==> config.mk <==
export PLATFORM = sky130hd
export DESIGN_NAME = mold_msg_fifo
export DESIGN_NICKNAME = d
export VERILOG_FILES = /design/src/rtl/mold_pkg.sv /design/src/rtl/mold_fifo_ram.sv /design/src/rtl/mold_msg_fifo.sv
export SDC_FILE = /design/constraint.sdc
export NUM_CORES = 1
export LEC_CHECK = 0
export CORE_MARGIN = 2
export CORE_UTILIZATION = 61
export CTS_CLUSTER_DIAMETER = 50
export DETAILED_ROUTE_END_ITERATION = 8
export PLACE_DENSITY = 0.8
export SLEW_MARGIN = 20
export SYNTH_ARGS = -nofsm -noshare
export SYNTH_HDL_FRONTEND = slang
export SYNTH_HIERARCHICAL = 1
export SYNTH_SLANG_ARGS = --single-unit
==> constraint.sdc <==
create_clock -name clk -period 10.35 [get_ports clk]
set_input_delay 2.07 -clock clk [delete_from_list [all_inputs] [get_ports clk]]
set_output_delay 2.07 -clock clk [all_outputs]
set_load 0.01 [all_outputs]
==> src/rtl/mold_pkg.sv <==
// rtl/mold_pkg.sv - shared defaults and write-FSM state type for the Mold message FIFO
//
// Contents:
//   DEF_AXI_DATA_W  default message beat width in bits
//   DEF_AXI_KEEP_W  default byte-mask width (DEF_AXI_DATA_W/8)
//   DEF_ML_W        default Mold message length field width
//   wr_state_t      write-side FSM states (IDLE, WRITE, DROP)
package mold_pkg;

    localparam int DEF_AXI_DATA_W = 64;
    localparam int DEF_AXI_KEEP_W = 8;
    localparam int DEF_ML_W       = 16;

    typedef enum logic [1:0] {
        WR_IDLE  = 2'd0,
        WR_WRITE = 2'd1,
        WR_DROP  = 2'd2
    } wr_state_t;

endpackage

==> src/rtl/mold_fifo_ram.sv <==
// rtl/mold_fifo_ram.sv - FIFO storage, one synchronous write port, one asynchronous read port
//
// Ports:
//   clk    in   write clock
//   we     in   write enable
//   waddr  in   write address
//   wdata  in   write entry
//   raddr  in   read address
//   rdata  out  entry at raddr (combinational)
module mold_fifo_ram #(
    parameter int WIDTH = 74,
    parameter int DEPTH = 16,
    parameter int AW    = $clog2(DEPTH)
) (
    input  logic             clk,
    input  logic             we,
    input  logic [AW-1:0]    waddr,
    input  logic [WIDTH-1:0] wdata,
    input  logic [AW-1:0]    raddr,
    output logic [WIDTH-1:0] rdata
);
    logic [WIDTH-1:0] mem [DEPTH];

    // Storage has no reset: a rewound or reset pointer set makes stale entries unreachable.
    always_ff @(posedge clk) begin
        if (we) begin
            mem[waddr] <= wdata;
        end
    end

    assign rdata = mem[raddr];
endmodule

==> src/rtl/mold_msg_fifo.sv <==
// rtl/mold_msg_fifo.sv - whole-message FIFO for Mold messages with truncation/overflow discard
//
// Ports:
//   clk, nreset                      clock, asynchronous active-low reset
//   mold_msg_v_i .. mold_msg_data_i  inbound beats, no backpressure; len sampled on start
//   out_v_o .. out_data_o, out_ready_i
//                                    outbound beats of committed messages only
//   drop_o                           one-cycle pulse per discarded message
//   drop_cnt_o                       saturating discard count (only with MOLD_FIFO_STATS_EN)
// Build option: define MOLD_FIFO_STATS_EN to add drop_cnt_o and its counter.
module mold_msg_fifo
    import mold_pkg::*;
#(
    parameter int AXI_DATA_W = DEF_AXI_DATA_W,
    parameter int AXI_KEEP_W = DEF_AXI_KEEP_W,
    parameter int ML_W       = DEF_ML_W,
    parameter int DEPTH      = 16
) (
    input  logic                  clk,
    input  logic                  nreset,
    input  logic                  mold_msg_v_i,
    input  logic                  mold_msg_start_i,
    input  logic [ML_W-1:0]       mold_msg_len_i,
    input  logic [AXI_KEEP_W-1:0] mold_msg_mask_i,
    input  logic [AXI_DATA_W-1:0] mold_msg_data_i,
    output logic                  out_v_o,
    input  logic                  out_ready_i,
    output logic                  out_start_o,
    output logic                  out_last_o,
    output logic [AXI_KEEP_W-1:0] out_mask_o,
    output logic [AXI_DATA_W-1:0] out_data_o,
    output logic                  drop_o
`ifdef MOLD_FIFO_STATS_EN
    ,
    output logic [15:0]           drop_cnt_o
`endif
);
    localparam int PW = $clog2(DEPTH) + 1;
    localparam int AW = PW - 1;
    localparam int EW = 2 + AXI_KEEP_W + AXI_DATA_W;
    localparam logic [PW-1:0]   DEPTH_P    = PW'(DEPTH);
    localparam logic [ML_W-1:0] KEEP_BYTES = ML_W'(AXI_KEEP_W);

    wr_state_t       state, state_n, st_eff;
    logic [PW-1:0]   wr_ptr, commit_ptr, rd_ptr;
    logic [PW-1:0]   wr_n, commit_n, wr_base;
    logic [ML_W-1:0] rem, rem_n, eff_rem;
    logic            beat_last, full_eff, we, drop_n, pop;
    logic [EW-1:0]   wdata, rdata;

    // A start beat carries its own length; later beats count down the stored remainder.
    assign eff_rem   = mold_msg_start_i ? mold_msg_len_i : rem;
    assign beat_last = (eff_rem <= KEEP_BYTES);
    assign wdata     = {mold_msg_start_i, beat_last, mold_msg_mask_i, mold_msg_data_i};

    always_comb begin
        state_n  = state;
        st_eff   = state;
        wr_n     = wr_ptr;
        wr_base  = wr_ptr;
        commit_n = commit_ptr;
        rem_n    = rem;
        we       = 1'b0;
        drop_n   = 1'b0;
        full_eff = 1'b0;
        if (mold_msg_v_i) begin
            // A start beat mid-message truncates the open message: rewind, flag the
            // drop, then treat this beat as a fresh start from IDLE.
            if (mold_msg_start_i && state != WR_IDLE) begin
                drop_n  = 1'b1;
                wr_base = commit_ptr;
                wr_n    = commit_ptr;
                st_eff  = WR_IDLE;
            end
            // Full uses the read pointer before any same-cycle pop.
            full_eff = ((wr_base - rd_ptr) == DEPTH_P);
            rem_n    = beat_last ? '0 : eff_rem - KEEP_BYTES;
            case (st_eff)
                WR_IDLE: begin
                    state_n = WR_IDLE;
                    if (!mold_msg_start_i) begin
                        drop_n = 1'b1;
                        rem_n  = '0;
                    end else if (mold_msg_len_i == '0) begin
                        rem_n = '0;
                    end else if (full_eff) begin
                        if (beat_last) drop_n = 1'b1;
                        else           state_n = WR_DROP;
                    end else begin
                        we   = 1'b1;
                        wr_n = wr_base + 1'b1;
                        if (beat_last) commit_n = wr_base + 1'b1;
                        else           state_n  = WR_WRITE;
                    end
                end
                WR_WRITE: begin
                    if (full_eff) begin
                        wr_n = commit_ptr;
                        if (beat_last) begin
                            drop_n  = 1'b1;
                            state_n = WR_IDLE;
                        end else begin
                            state_n = WR_DROP;
                        end
                    end else begin
                        we   = 1'b1;
                        wr_n = wr_ptr + 1'b1;
                        if (beat_last) begin
                            commit_n = wr_ptr + 1'b1;
                            state_n  = WR_IDLE;
                        end
                    end
                end
                WR_DROP: begin
                    if (beat_last) begin
                        drop_n  = 1'b1;
                        state_n = WR_IDLE;
                    end
                end
                default: state_n = WR_IDLE;
            endcase
        end
    end

    assign out_v_o = (commit_ptr != rd_ptr);
    assign pop     = out_v_o & out_ready_i;

    always_ff @(posedge clk or negedge nreset) begin
        if (!nreset) begin
            state      <= WR_IDLE;
            wr_ptr     <= '0;
            commit_ptr <= '0;
            rd_ptr     <= '0;
            rem        <= '0;
            drop_o     <= 1'b0;
        end else begin
            state      <= state_n;
            wr_ptr     <= wr_n;
            commit_ptr <= commit_n;
            rem        <= rem_n;
            drop_o     <= drop_n;
            if (pop) rd_ptr <= rd_ptr + 1'b1;
        end
    end

`ifdef MOLD_FIFO_STATS_EN
    always_ff @(posedge clk or negedge nreset) begin
        if (!nreset) begin
            drop_cnt_o <= '0;
        end else if (drop_o && drop_cnt_o != 16'hFFFF) begin
            drop_cnt_o <= drop_cnt_o + 16'd1;
        end
    end
`endif

    mold_fifo_ram #(
        .WIDTH (EW),
        .DEPTH (DEPTH),
        .AW    (AW)
    ) u_ram (
        .clk   (clk),
        .we    (we),
        .waddr (wr_base[AW-1:0]),
        .wdata (wdata),
        .raddr (rd_ptr[AW-1:0]),
        .rdata (rdata)
    );

    assign out_start_o = rdata[EW-1];
    assign out_last_o  = rdata[EW-2];
    assign out_mask_o  = rdata[AXI_DATA_W +: AXI_KEEP_W];
    assign out_data_o  = rdata[AXI_DATA_W-1:0];
endmodule

# == Word level (Yosys, flattened, before mapping) ==
# Memory sizes are Yosys's and may differ from the RTL's.
# Cells that the tools add are included.
# W data, S select, Z words.
# op_classes
add_sub_neg,5
n_lt_le_gt_ge,1
n_eq_ne,10
n_mux,44
n_bitwise,1
n_reduce_logical,6
# op_table
cell,n
$mux W16,5
$mux W5,12
$pmux W5 S2,2
$le A16 B4 Y1 const B,1
$logic_not A16 Y1,1
$mux W2,8
$sub A16 B4 Y16 const B,1
$add A5 B1 Y5 const B,3
$mux W1,13
$ne A2 B2 Y1 const B,6
$reduce_and A8 Y1,1
$pmux W2 S3,1
$eq A5 B5 Y1 const B,1
$ne A5 B5 Y1,1
$sub A5 B5 Y5,1
$mux W4,1
$reduce_bool A2 Y1,2
$pmux W1 S3,1
$eq A2 B1 Y1 const B,1
$eq A2 B2 Y1 const B,1
$logic_not A2 Y1,1
$pmux W1 S2,1
$and A1 B1 Y1,1
$logic_and A1 B1 Y1,1
# totals
ff_bits,34
ram_bits,1184
input_bits,93
out_inout_bits,76
wordCells,74
memories,1
# memory_table
memory,words,word_bits,read_ports,rd_clocked_by_memory_dff,wr,line,source
u_ram.mem,16,74,1,0,1,mold_fifo_ram.sv:22,logic [WIDTH-1:0] mem [DEPTH];

# == Logic depth before layout (Yosys ltp) ==
# Gate-level depths: netlist of the first run.
# depth
depth_word,13
depth_mapped,14
depth_no_buf,12

# == Modules after synthesis ==
# The synthesis of the first run kept the hierarchy.
# by_module_without_submodules
mod,instances,cells_each,area_each_um2,seq_area_each_um2
mold_fifo_ram,1,1827,44272.5,35554.1
mold_msg_fifo,1,292,2521.2,850.8

# == Worst setup path before layout of the first run ==
# OpenSTA, ideal clock, no wires.
# synth_timing
path_type,input to register
from,in mold_msg_start_i
to,mem u_ram.mem[0][0] (enable)
setup_ps,597
arrival_ps,9787
required_time_ps,9753
path_slack_ps,-33
stages,14
n_path_buf,2
cell_sequence,buf_2 o21ai_2 mux2i_1 inv_1 ha_1 and3b_1 o21ai_0 a2bb2oi_1 o2111ai_1 buf_2 nand3_1 inv_1 or3b_1 nor3_1
# synth_between
elab_chain_cells,12
elab_cells_between_ends,17
cone_classes,add/sub: 1; eq/ne: 2; mux: 12; reduce/logical: 2
# synth_lines
item,line,source
start: declaration,mold_msg_fifo.sv:22,"input logic mold_msg_start_i,"
$logic_and A1 B1 Y1,mold_msg_fifo.sv:69,if (mold_msg_start_i && state != WR_IDLE) begin
$mux W5,mold_msg_fifo.sv:69,
$mux W5,mold_msg_fifo.sv:66,if (mold_msg_v_i) begin
$sub A5 B5 Y5,mold_msg_fifo.sv:76,full_eff = ((wr_base - rd_ptr) == DEPTH_P);
$eq A5 B5 Y1,mold_msg_fifo.sv:76,
$mux W1,"mold_msg_fifo.sv:86, mold_msg_fifo.sv:97",
$mux W1,mold_msg_fifo.sv:84,end else if (mold_msg_len_i == '0) begin
$mux W1,mold_msg_fifo.sv:81,if (!mold_msg_start_i) begin
$pmux W1 S2 (*),mold_msg_fifo.sv:78,case (st_eff)
$mux W1 (*),mold_msg_fifo.sv:66,
net we,mold_msg_fifo.sv:48,"logic beat_last, full_eff, we, drop_n, pop;"
$mux W1 (*),mold_fifo_ram.sv:26,if (we) begin
$mux W1 (implied by the code) (*),mold_fifo_ram.sv:27,mem[waddr] <= wdata;
end: declaration,mold_fifo_ram.sv:22,
# The timed path passes the listed nets; every way through them passes the cells marked *. The select of a mux whose other input is x is not followed.

# == Worst setup path after layout of the first run ==
# layout_timing
from,in mold_msg_start_i
to,mem u_ram.mem[3][39] (enable)
# Same word-level chain as after synthesis.

==> results.json, run 1 <==
{
  "yosysSeqAreaShare_pct": 77.80,
  "final_cell_area_um2": 53550,
  "die_h_um": 281.0,
  "mostFrequentLayoutCell": "edfxtp_1",
  "n_antenna_cell": 0,
  "fin_skew_ns": 0.03706,
  "cts_buffers": 115,
  "clkSinkCount": 1218,
  "worst_pin_slew_ns": 1.173,
  "relSlewSlack_pct": 21.81,
  "globalplace.congestion": 0.8397,
  "synth.distinct_cells": 55,
  "cts_hold_repair.buffers": 0,
  "route.vias.total": 22933,
  "cp.arrival_ns": 7.27,
  "syn-instance-count": 2119,
  "track_usage_pct": 28.22,
  "grt_pass1_wl_um": 161400,
  "wl_per_cell_um": 30.99,
  "power-per-cell-area_nw_per_um2": 263.0,
  "cts-root-buf": "clkbuf_16",
  "post_cts_buffers": 0,
  "synth_edf_count": 1184,
  "dpl_cell_area_um2": 49800,
  "drt_pass1_iterations": 7,
  "syn_area_per_cell_um2": 22.08,
  "wirelength_um": 107300,
  "fill_cells": 4273,
  "route.detailed.drc": 0,
  "crit_type": "in2reg",
  "status": "finished clean",
  "fin_tns_setup_ns": 0,
  "hp-class": "reg2reg",
  "start_util_pct": 61.61,
  "ys_ff_latch": 1218,
  "drive_above_1_share_pct": 21.65,
  "avgViaCountPerCell": 6.620,
  "die_w_um": 281.0,
  "setup_violations": 0,
  "worstPathMaxFanout": 46,
  "core_um2": 75950,
  "min_period_ns": 6.974,
  "hold_viol": 0,
  "drtAntennaViolNets": 0,
  "grt_pass1_vias": 24564,
  "async_flop_share_pct": 2.791,
  "layout_common_cells": "edfxtp_1, mux4_2, clkdlybuf4s50_1",
  "cap_violations": 0,
  "numPortBuffers": 168,
  "ios": 169,
  "rsz0062_at_grt": "no",
  "synthesis.nets": 2220,
  "drt_iter0_markers": 2615,
  "cts-resized-gates": 0,
  "vdd_ir_drop_max_mv": 0.2021,
  "holdWs_ns": 0.5088,
  "grt_max_degree": 169,
  "ys_warn_count": 6,
  "clkTransAtPathRegs_ns": 0.06,
  "row_count": 101,
  "synthesis.area_um2": 46790,
  "leakage_nw": 17.05,
  "period_share_pct": 67.38,
  "setup.worst_path.start_class": "input port",
  "cp.required_ns": 10.64,
  "die-area_um2": 78940,
  "fmax_mhz": 143.4,
  "synth_ff_type": "edfxtp_1",
  "cts_tree": "yes",
  "clockBufferDepth": 3,
  "htree_num_levels": 3,
  "place.detailed.hpwl_um": 54400,
  "critPathCaptureType": "register",
  "syn_to_final_growth_pct": 14.43,
  "clkLatencyLatePin_ns": 0.69,
  "nets": 2443,
  "totalPowerFinal_w": 0.01408,
  "timing.final.max_slew_violations": 0,
  "overflow": 0,
  "antenna_found_initial": 2
}
-- worst max-delay path, cell delays in order --
cell,delay (ns)
clkdlybuf4s50_1,0.45
buf_4,0.44
o21ai_2,0.28
mux2i_1,0.32
inv_1,0.14
ha_1,0.34
and3b_1,0.22
o21ai_0,0.20
a2bb2oi_1,0.11
o2111ai_1,0.19
buf_4,0.25
nand3_1,0.13
inv_1,0.15
or3b_1,0.53
nor2_4,0.66
buf_4,0.73
-- Yosys cell counts, types with 11 or more instances --
| cell type | number | area [µm²] |
|---|---|---|
| edfxtp_1 | 1184 | 35550 |
| mux4_2 | 296 | 6666 |
| a22oi_1 | 148 | 1111 |
| nand2_1 | 95 | 356.6 |
| clkbuf_1 | 45 | 168.9 |
| nor2_1 | 39 | 146.4 |
| dfrtp_1 | 34 | 850.8 |
| buf_2 | 28 | 140.1 |
| inv_1 | 26 | 97.59 |
| mux2i_1 | 20 | 200.2 |
| xor2_1 | 16 | 140.1 |
| a21oi_1 | 14 | 70.07 |
| o21ai_0 | 14 | 70.07 |
| xnor2_1 | 14 | 122.6 |
| buf_6 | 13 | 146.4 |
| o22ai_1 | 13 | 81.33 |
| buf_1 | 12 | 45.04 |
| buf_4 | 11 | 82.58 |
-- power by group --
part | internal (W) | switching (W) | total (W) | leakage [nW]
clock network | 0.00233 | 0.00178 | 0.00412 | 1.78
logic | 0.00196 | 0.00218 | 0.00413 | 4.15
registers | 0.00566 | 0.000173 | 0.00583 | 11.1
-- through the flow --
step                util [%]  worst slack (ns)  instances
floorplan                  -            0.2268       2119
global placement       65.53             2.847       3250
detailed placement     65.57             2.769       3251
CTS                    70.39             3.359       3460
global route           70.50             3.114       3464
finish                 70.50             3.376       3464
-- path summary, 6_finish.rpt --
check	start	to	slack, ns	cells past startpoint
max in group asynchronous	nreset	rd_ptr[0]	8.16	2
setup / recovery	mold_msg_start_i	u_ram/mem[3][39]	3.38	16
hold / removal	rem[2]	rem[2]	0.51	1
setup reg to reg	state[0]	u_ram/mem[3][39]	5.00	14
min in group asynchronous	nreset	rem[6]	1.81	2
hold reg to reg	rem[2]	rem[2]	0.51	1
-- per-layer routing --
metal / up-vias / share of wire, % / global-route usage [%]
li1: 9405 / - / -
met2: 1279 / 53 / 48.46
met3: 187 / 7.9 / 4.223
met1: 12060 / 37 / 37.97
met4: 2 / 2.6 / 8.584
met5: - / 0.011 / 0
-- flip-flops by register name (all words and copies together) (netlist names) --
| name | flops |
|---|---|
| rem | 16 |
| wr_ptr | 5 |
| u_ram/mem | 1184 |
| commit_ptr | 5 |
| drop_o | 1 |
| state | 2 |
| rd_ptr | 5 |
-- cell type report --
class	instances	area [µm²]	share of cell area, %
Multi-Input combinational cell	766	9849	18.39
Inverter	26	97.59	0.1823
Sequential cell	1218	36410	68.00
Clock buffer	141	2997	5.596
Clock inverter	68	666.9	1.245
Timing Repair Buffer	215	2233	4.171
Tap cell	1030	1289	2.407
-- cell families (layout without fill, tap and decap cells) --
kind of cell	Yosys count	in the layout	share of synthesized area, %
flip-flops	1218	1218	77.80
multiplexers	318	318	14.73
AO/OA/AOI/OAI	217	217	3.342
AND/OR/NAND/NOR	193	193	1.901
buffers and inverters	135	450	1.455
XOR/XNOR	30	30	0.5615
adder cells (fa/ha/maj)	8	8	0.2139
Note: power is estimated with default switching activity, not from simulation.
==> run 2: changes to the inputs <==
==> constraint.sdc (replaced) <==
create_clock -name clk -period 6.6 [get_ports clk]
set_input_delay 1.32 -clock clk [delete_from_list [all_inputs] [get_ports clk]]
set_output_delay 1.32 -clock clk [all_outputs]
set_load 0.01 [all_outputs]
==> results.json, run 2 (synthesis gave the netlist of run 1 again) <==
{
  "stdcell_count": 3485,
  "switching_power_w": 0.006787,
  "start_util_pct": 61.61,
  "multiInputGateArea_um2": 9868,
  "cts_tree": "yes",
  "final_cell_area_um2": 53960,
  "status": "finished clean",
  "cp.arrival_ns": 6.13,
  "mostFrequentLayoutCell": "edfxtp_1",
  "final_core_utilization_pct": 71.05,
  "antenna_found_initial": 5,
  "max_stage_delay_ns": 0.98,
  "clockBufferDepth": 3,
  "clockPowerShare_pct": 30.3,
  "wl_per_cell_um": 31.87,
  "wl_met2_um": 55390,
  "dpl_cell_area_um2": 49980,
  "clkSinkCount": 1218,
  "fill_cells": 4209,
  "power.share.combinational_pct": 29.4,
  "relSlewSlack_pct": 22.10,
  "overflow": 0,
  "cts_buffers": 117,
  "seq_power_share_pct": 40.3,
  "drtAntennaViolNets": 0,
  "core_um2": 75950,
  "htree_num_levels": 3,
  "place.detailed.hpwl_um": 59490,
  "syn_to_final_growth_pct": 15.32,
  "cts-resized-gates": 0,
  "setup_violations": 0,
  "crit_type": "in2reg",
  "period_share_pct": 88.11,
  "hp-start": "rem[2]",
  "track_usage_pct": 28.82,
  "nets": 2458,
  "p_int_w": 0.01597,
  "cts_hold_repair.buffers": 0,
  "largest-register": "u_ram/mem",
  "cp.required_ns": 6.92,
  "setup.worst_path.start_class": "input port",
  "route.met3.wl_um": 10910,
  "cap_violations": 0,
  "p_sw_share_pct": 29.82,
  "largest_reg_flops": 1184,
  "numPortBuffers": 168,
  "critPathCaptureType": "register",
  "timing.final.max_slew_violations": 0,
  "worst_pin_slew_ns": 1.166,
  "startpoint": "mold_msg_start_i",
  "power-per-cell-area_nw_per_um2": 421.8,
  "grt_pass1_vias": 24201,
  "cpMostUsedCell": "inv_1",
  "wirelength_um": 111100,
  "ios": 169,
  "wl_met1_um": 41350,
  "cts-root-buf": "clkbuf_16",
  "vdd_ir_drop_max_mv": 0.3236,
  "r2r-start": "state[0]",
  "holdWs_ns": 0.5348,
  "rsz0062_at_grt": "no",
  "row_count": 101,
  "leakage_nw": 17.26,
  "layout_common_cells": "edfxtp_1, mux4_2, clkdlybuf4s50_1",
  "avgViaCountPerCell": 6.726,
  "seq_area_um2": 36410,
  "worstPathMaxFanout": 42,
  "drt_pass1_iterations": 5,
  "clkLatencyLatePin_ns": 0.70,
  "drt_iter0_markers": 2956,
  "globalplace.congestion": 0.8175,
  "min_period_ns": 5.815,
  "die-area_um2": 78940,
  "route.detailed.drc": 0,
  "drive_above_1_share_pct": 22.71,
  "hp-class": "reg2reg",
  "grt_pass1_wl_um": 163000,
  "clkTransAtPathRegs_ns": 0.06,
  "route.vias.total": 23441,
  "fmax_mhz": 172.0,
  "top_regs": "u_ram/mem (1184), rem (16)",
  "post_cts_buffers": 0,
  "grt_max_degree": 132,
  "highest_layer": "met5",
  "hold_viol": 0,
  "worst_path_max_delay_cell": "nor2_4",
  "die_h_um": 281.0,
  "die_w_um": 281.0,
  "worstPathCellList": "clkdlybuf4s50_1 > o21ai_2 > mux2i_1 > inv_1 > ha_1 > and3b_1 > o21ai_0 > a2bb2oi_1 > o2111ai_1 > nand3_1 > inv_1 > nand3b_1 > nor2_4 > buf_4",
  "fin_skew_ns": 0.02523,
  "dp_cells": 3268
}
-- run 2: cell types whose count changed in the layout (fill, tap and decap cells not counted), sizes merged --
cell and delta:
clkbuf -6, diode +2, clkinv -1, bufinv +7, clkinvlp +4, inv +1, buf +14
-- run 2: per-layer routing --
layer | up-vias | track usage (%)
met5 | - | 0
met2 | 1509 | 46.62
met3 | 227 | 5.886
met1 | 12274 | 40.33
met4 | 6 | 8.913
li1 | 9425 | -
-- run 2: worst paths after layout --
check	endpoint	slack [ns]	cells after the start
worst max-delay path	u_ram/mem[7][70]	0.78	14
worst min-delay path	rem[2]	0.53	1
worst max register to register	u_ram/mem[7][70]	1.13	13
worst min register to register	rem[2]	0.53	1
max in group asynchronous	rd_ptr[0]	5.16	2
min in group asynchronous	rem[12]	1.06	2
-- run 2: through the flow --
stage / setup slack (ns) / TNS [ns] / total power, W
after floorplan: -1.031 / -285.72 / 0.01332
after global placement: 0.1290 / 0 / 0.01576
after detailed placement: 0.1110 / 0 / 0.01587
after CTS: 0.8101 / 0 / 0.02285
after global routing: 0.5255 / 0 / 0.02349
final: 0.7846 / 0 / 0.02276
-- run 2: layout make-up --
cell class	instances	share of cell area [%]
repair buffers	228	4.280
clock buffers	136	5.558
inverters	26	0.1808
multi-input cells	766	18.29
flip-flops and latches	1218	67.47
well taps	1030	2.388
clock inverters	79	1.822
diodes	2	0.009274
-- run 2: worst max-delay path, delay by kind of cell --
family	cells	cell delay (ns)
simple gates	4	1.72
buf+inv	4	1.56
compound gates	4	0.72
mux	1	0.39
fa+ha+maj	1	0.34
-- run 2: power groups by stage --
stage / registers [W] / clock network [W] / logic, W
4_1_cts: 0.00917 / 0.00698 / 0.00670
3_5_place_dp: 0.00931 / 0 / 0.00656
2_1_floorplan: 0.00914 / 0 / 0.00419
3_3_place_gp: 0.00928 / 0 / 0.00648
5_1_grt: 0.00920 / 0.00724 / 0.00705
6_report: 0.00917 / 0.00691 / 0.00668
